$ cat config.mk
export PLATFORM = sky130hd
export DESIGN_NAME = uart_rx_word_packer
export DESIGN_NICKNAME = d
export VERILOG_FILES = /design/src/rtl/uart_rx_word_packer.sv
export SDC_FILE = /design/constraint.sdc
export NUM_CORES = 1
export LEC_CHECK = 0
export BUFFER_PORTS_ARGS = -buffer_cell sky130_fd_sc_hd__clkbuf_2
export CAP_MARGIN = 20
export CORE_MARGIN = 1
export CORE_UTILIZATION = 60
export CTS_BUF_LIST = sky130_fd_sc_hd__clkbuf_4 sky130_fd_sc_hd__clkbuf_8
export DETAILED_ROUTE_END_ITERATION = 8
export PLACE_DENSITY = 0.8
export SYNTH_ARGS = -nofsm -noshare
export SYNTH_HDL_FRONTEND = slang
export SYNTH_SLANG_ARGS = --single-unit
$ cat constraint.sdc
create_clock -name clk -period 7.2 [get_ports clk]
set_input_delay 0.72 -clock clk [delete_from_list [all_inputs] [get_ports clk]]
set_output_delay 0.72 -clock clk [all_outputs]
set_load 0.02 [all_outputs]
$ cat src/rtl/uart_rx_word_packer.sv
// Packs UART receiver bytes little-endian into 32-bit words and queues them in a
// first-word-fall-through FIFO; backpressures the receiver by withholding the byte ack.
module uart_rx_word_packer #(
    parameter  int DEPTH = 4,
    localparam int LW    = $clog2(DEPTH) + 1
) (
    input  logic          clk,
    input  logic          rst_n,
    input  logic          rx_byte_valid,
    input  logic [7:0]    rx_byte,
    input  logic          rx_frame_err,
    output logic          rx_byte_ack,
    output logic          word_valid,
    output logic [31:0]   word_data,
    input  logic          word_ready,
    output logic [LW-1:0] fifo_level,
    output logic [1:0]    byte_cnt,
    output logic          frame_err_sticky,
    input  logic          clr_err
);

    localparam int PW = $clog2(DEPTH);

    localparam logic [1:0] S_IDLE  = 2'd0;
    localparam logic [1:0] S_STALL = 2'd1;
    localparam logic [1:0] S_ACK   = 2'd2;

    logic [1:0]    state;
    logic [7:0]    lane0, lane1, lane2, hold;
    logic [31:0]   mem [DEPTH];
    logic [PW-1:0] wr_ptr, rd_ptr;
    logic [LW-1:0] level;
    logic          full, empty, push, pop;
    logic          byte_in, err_in;
    logic [31:0]   push_data;

    // Full is taken from the registered level, so a same-cycle pop never frees space.
    assign full  = (level == LW'(DEPTH));
    assign empty = (level == '0);

    assign err_in  = (state == S_IDLE) && rx_frame_err;
    assign byte_in = (state == S_IDLE) && rx_byte_valid && !rx_frame_err;
    assign pop     = word_ready && !empty;

    always_comb begin
        push      = 1'b0;
        push_data = {rx_byte, lane2, lane1, lane0};
        if (byte_in && byte_cnt == 2'd3 && !full) begin
            push = 1'b1;
        end
        if (state == S_STALL && !full) begin
            push      = 1'b1;
            push_data = {hold, lane2, lane1, lane0};
        end
    end

    always_ff @(posedge clk or negedge rst_n) begin
        if (!rst_n) begin
            state            <= S_IDLE;
            byte_cnt         <= 2'd0;
            lane0            <= 8'd0;
            lane1            <= 8'd0;
            lane2            <= 8'd0;
            hold             <= 8'd0;
            frame_err_sticky <= 1'b0;
        end else begin
            case (state)
                S_IDLE: begin
                    if (err_in) begin
                        byte_cnt <= 2'd0;
                        lane0    <= 8'd0;
                        lane1    <= 8'd0;
                        lane2    <= 8'd0;
                    end else if (byte_in) begin
                        if (byte_cnt != 2'd3) begin
                            case (byte_cnt)
                                2'd0:    lane0 <= rx_byte;
                                2'd1:    lane1 <= rx_byte;
                                default: lane2 <= rx_byte;
                            endcase
                            byte_cnt <= byte_cnt + 2'd1;
                            state    <= S_ACK;
                        end else if (!full) begin
                            byte_cnt <= 2'd0;
                            state    <= S_ACK;
                        end else begin
                            hold  <= rx_byte;
                            state <= S_STALL;
                        end
                    end
                end
                S_STALL: begin
                    if (!full) begin
                        byte_cnt <= 2'd0;
                        state    <= S_ACK;
                    end
                end
                S_ACK:   state <= S_IDLE;
                default: state <= S_IDLE;
            endcase

            if (err_in) begin
                frame_err_sticky <= 1'b1;
            end else if (clr_err) begin
                frame_err_sticky <= 1'b0;
            end
        end
    end

    // NOTE: storage has no reset; word_data is forced to 0 while empty, so stale
    // entries are never observable and the array can map onto plain RAM.
    always_ff @(posedge clk) begin
        if (push) begin
            mem[wr_ptr] <= push_data;
        end
    end

    always_ff @(posedge clk or negedge rst_n) begin
        if (!rst_n) begin
            wr_ptr <= '0;
            rd_ptr <= '0;
            level  <= '0;
        end else begin
            if (push) begin
                wr_ptr <= wr_ptr + 1'b1;
            end
            if (pop) begin
                rd_ptr <= rd_ptr + 1'b1;
            end
            if (push && !pop) begin
                level <= level + 1'b1;
            end else if (pop && !push) begin
                level <= level - 1'b1;
            end
        end
    end

    assign rx_byte_ack = (state == S_ACK);
    assign word_valid  = !empty;
    assign word_data   = empty ? 32'd0 : mem[rd_ptr];
    assign fifo_level  = level;

endmodule

==> results.py <==
metrics = {
    "grt": {
        "antenna_found_initial": 0,
        "grt_pass1_vias": 4003,
        "grt_pass1_wl_um": 20670,
        "grt_max_degree": 45,
        "grt_usage_pct": 22.56,
        "overflow": 0,
    },
    "place": {
        "dp.cells": 582,
        "gp_congestion": 0.7973,
        "dpl_cell_area_um2": 7476,
        "port_buffers": 53,
        "dp_hpwl_um": 7754,
        "dp_slack_ns": 4.354,
    },
    "timing": {
        "skew_ns": 0.01497,
        "fmax_mhz": 331.5,
        "rsz0062_at_grt": "no",
        "worst_pin_slew_ns": 1.080,
        "min_period_ns": 3.016,
        "final_max_slew_viol_count": 0,
        "holdWs_ns": 0.1091,
        "hold_viol": 0,
        "finalCritPeriodShare_pct": 41.89,
        "setup_viol": 0,
        "relSlewSlack_pct": 27.94,
        "fin_tns_setup_ns": 0,
        "setup_ws_ns": 4.184,
    },
    "die": {
        "rows": 39,
        "core_um2": 11520,
        "die_h_um": 111.1,
        "die_w_um": 111.1,
        "design.portCount": 54,
        "initial_core_util_pct": 62.01,
        "dieArea_um2": 12340,
    },
    "clock_tree": {
        "cts.sinks": 172,
        "cts_max_path_buffers": 2,
        "clk_latency_ns": 0.45,
        "htree_levels": 4,
        "cts_hold_buf": 0,
        "clkTransAtPathRegs_ns": 0.10,
        "postCtsSetupBuffers": 0,
        "numCtsBuffers": 17,
        "root_buffer": "clkbuf_8",
        "tritoncts": "built",
        "cts_resized": 0,
    },
    "final_layout": {
        "fin_nets": 483,
        "insertedDiodeCount": 0,
        "seqCellArea_um2": 4947,
        "fillers": 750,
        "final_cell_count_no_fill": 616,
        "multi_input_area_um2": 2017,
        "drive_gt1_share_pct": 34.46,
        "final_cell_area_um2": 7919,
        "areaGrowthSynthToFinish_pct": 10.90,
    },
    "power_and_ir_drop": {
        "p_leak_uw": 0.002912,
        "vdd_ir_drop_max_uv": 180.2,
        "p_per_area_nw_per_um2": 347.0,
    },
    "synth": {
        "ys_warn_count": 0,
        "synth_top_area_share_pct": 53.83,
        "synth_top_area_cell": "edfxtp_1",
        "post-synth-top-count-cell": "edfxtp_1",
        "ys.flop_type": "edfxtp_1",
        "syn_area_um2": 7141,
        "syn_nets": 427,
        "netlist_top_cells_count": "edfxtp_1, dfrtp_1, and2_1",
        "netlist_instances": 404,
        "synth_edf_count": 128,
        "synthArstFlopShare_pct": 25.58,
        "netlist_top_cells_area": "edfxtp_1, dfrtp_1, mux4_2",
        "post_synth_num_cell_types": 42,
        "syn_avg_cell_area_um2": 17.67,
        "synth_seq_cells": 172,
        "seq_area_frac_synth_pct": 69.25,
    },
    "critical_path": {
        "crit_type": "flop to output port",
        "path_cells": "buf_4, mux4_2, and2_1, clkbuf_2",
        "cp.arrival_ns": 2.30,
        "cp_top_family": "buffers and inverters",
        "critPathMaxFanout": 34,
        "path_buf_inv": 2,
        "max_stage_delay_ns": 0.59,
        "crit_path_end_kind": "output port",
        "rr_worst_depth": 9,
        "start_kind": "flop",
        "rrSetupSlack_ns": 4.48,
        "required_ns": 6.48,
        "r2r_start": "byte_cnt[0]$_DFFE_PN0P_",
        "slowest_stage": "mux4_2",
        "rr_endpoint": "fifo_level[2]$_DFFE_PN0P_",
    },
    "detailed_routing": {
        "drc": 10,
        "firstDrtPassIters": 7,
        "vias": 3708,
        "wl_per_cell_um": 20.47,
        "final_antenna_net_count": 0,
        "drt_iter0_drc": 260,
        "viasPerCell": 6.019,
        "wirelength_um": 12610,
    },
    "hold_path": {
        "hp-class": "primary input to asynchronous set/reset pin",
    },
    "outcome": {
        "violations": "DRC",
        "status": "complete, but fails checks",
    },
    "job": {
        "drv_cap": 0,
    },
}
[cells by family (layout without fill, tap and decap cells)]
| family | Yosys count | after routing | share of synthesized area, % |
|---|---|---|---|
| xor+xnor | 6 | 6 | 0.7359 |
| flops | 172 | 172 | 69.25 |
| buf+inv | 31 | 100 | 2.506 |
| mux | 58 | 58 | 14.19 |
| simple gates | 86 | 86 | 8.096 |
| fa+ha+maj | 9 | 9 | 1.682 |
| compound gates | 42 | 42 | 3.540 |
[final cells by class]
type,count,share of cell area (%)
Clock buffer,17,2.955
Clock inverter,15,2.196
Inverter,8,0.3792
Multi-Input combinational cell,201,25.47
Sequential cell,172,62.47
Tap cell,143,2.259
Timing Repair Buffer,60,4.266
[metal layers]
metal,GRT usage (%),vias up,part of all wire (%)
li1,-,1649,-
met1,28.47,1920,41
met3,5.631,18,5.0
met4,8.288,0,1.5
met2,38.20,121,52
met5,0,-,0
[worst max path at each step]
stage                                      to  slack (ns)                       from  cells after the start
global placement    fifo_level[2]$_DFFE_PN0P_        4.50  fifo_level[0]$_DFFE_PN0P_                      8
floorplan                 mem[0][0]$_DFFE_PP_        4.68    byte_cnt[0]$_DFFE_PN0P_                      5
detailed placement  fifo_level[2]$_DFFE_PN0P_        4.35  fifo_level[0]$_DFFE_PN0P_                      8
global route                    word_data[16]        4.03      rd_ptr[0]$_DFFE_PN0P_                      4
CTS                             word_data[16]        4.12      rd_ptr[0]$_DFFE_PN0P_                      4
finish                          word_data[16]        4.18      rd_ptr[0]$_DFFE_PN0P_                      4
[worst reg2reg max path, cell delays in order, from the launching register on]
cell	delay (ns)
dfrtp_1	0.42
ha_1	0.43
nand3b_1	0.20
a211oi_4	0.42
ha_1	0.25
inv_1	0.07
fa_1	0.38
xor2_1	0.17
nor2_1	0.12
xor2_1	0.19
[registers in the layout (all words and copies together) (netlist names), 2 cells and up]
signal      cells
mem           128
hold            8
lane0           8
lane1           8
lane2           8
fifo_level      3
byte_cnt        2
rd_ptr          2
state           2
wr_ptr          2
[power breakdown]
| part | total (uW) | switching, uW | internal, uW |
|---|---|---|---|
| registers | 1230 | 98.2 | 1140 |
| clock network | 687 | 365 | 322 |
| logic | 826 | 448 | 378 |
| total | 2750 | 911 | 1840 |
[stage by stage]
stage                     total power [uW]  utilization [%]
after global placement                2062            64.92
after global routing                  2878            68.76
final                                 2748            68.76
after CTS                             2765            68.46
after floorplan                       1857                -
after detailed placement              2087            64.92
[cell usage in the layout (no fill, tap or decap), drive strengths merged, types with 2 or more instances in the layout]
cell type / count
bufinv: 2
ha: 8
a21oi: 17
edfxtp: 128
o21ai: 17
nor2: 6
clkbuf: 70
nor3b: 2
mux4: 32
nand2: 4
buf: 7
nand3: 18
nand3b: 2
and2: 36
a211oi: 2
mux2: 26
inv: 19
xor2: 2
nor2b: 10
xnor2: 4
nor4b: 2
dfrtp: 44
Note: power is estimated with default switching activity, not from simulation.
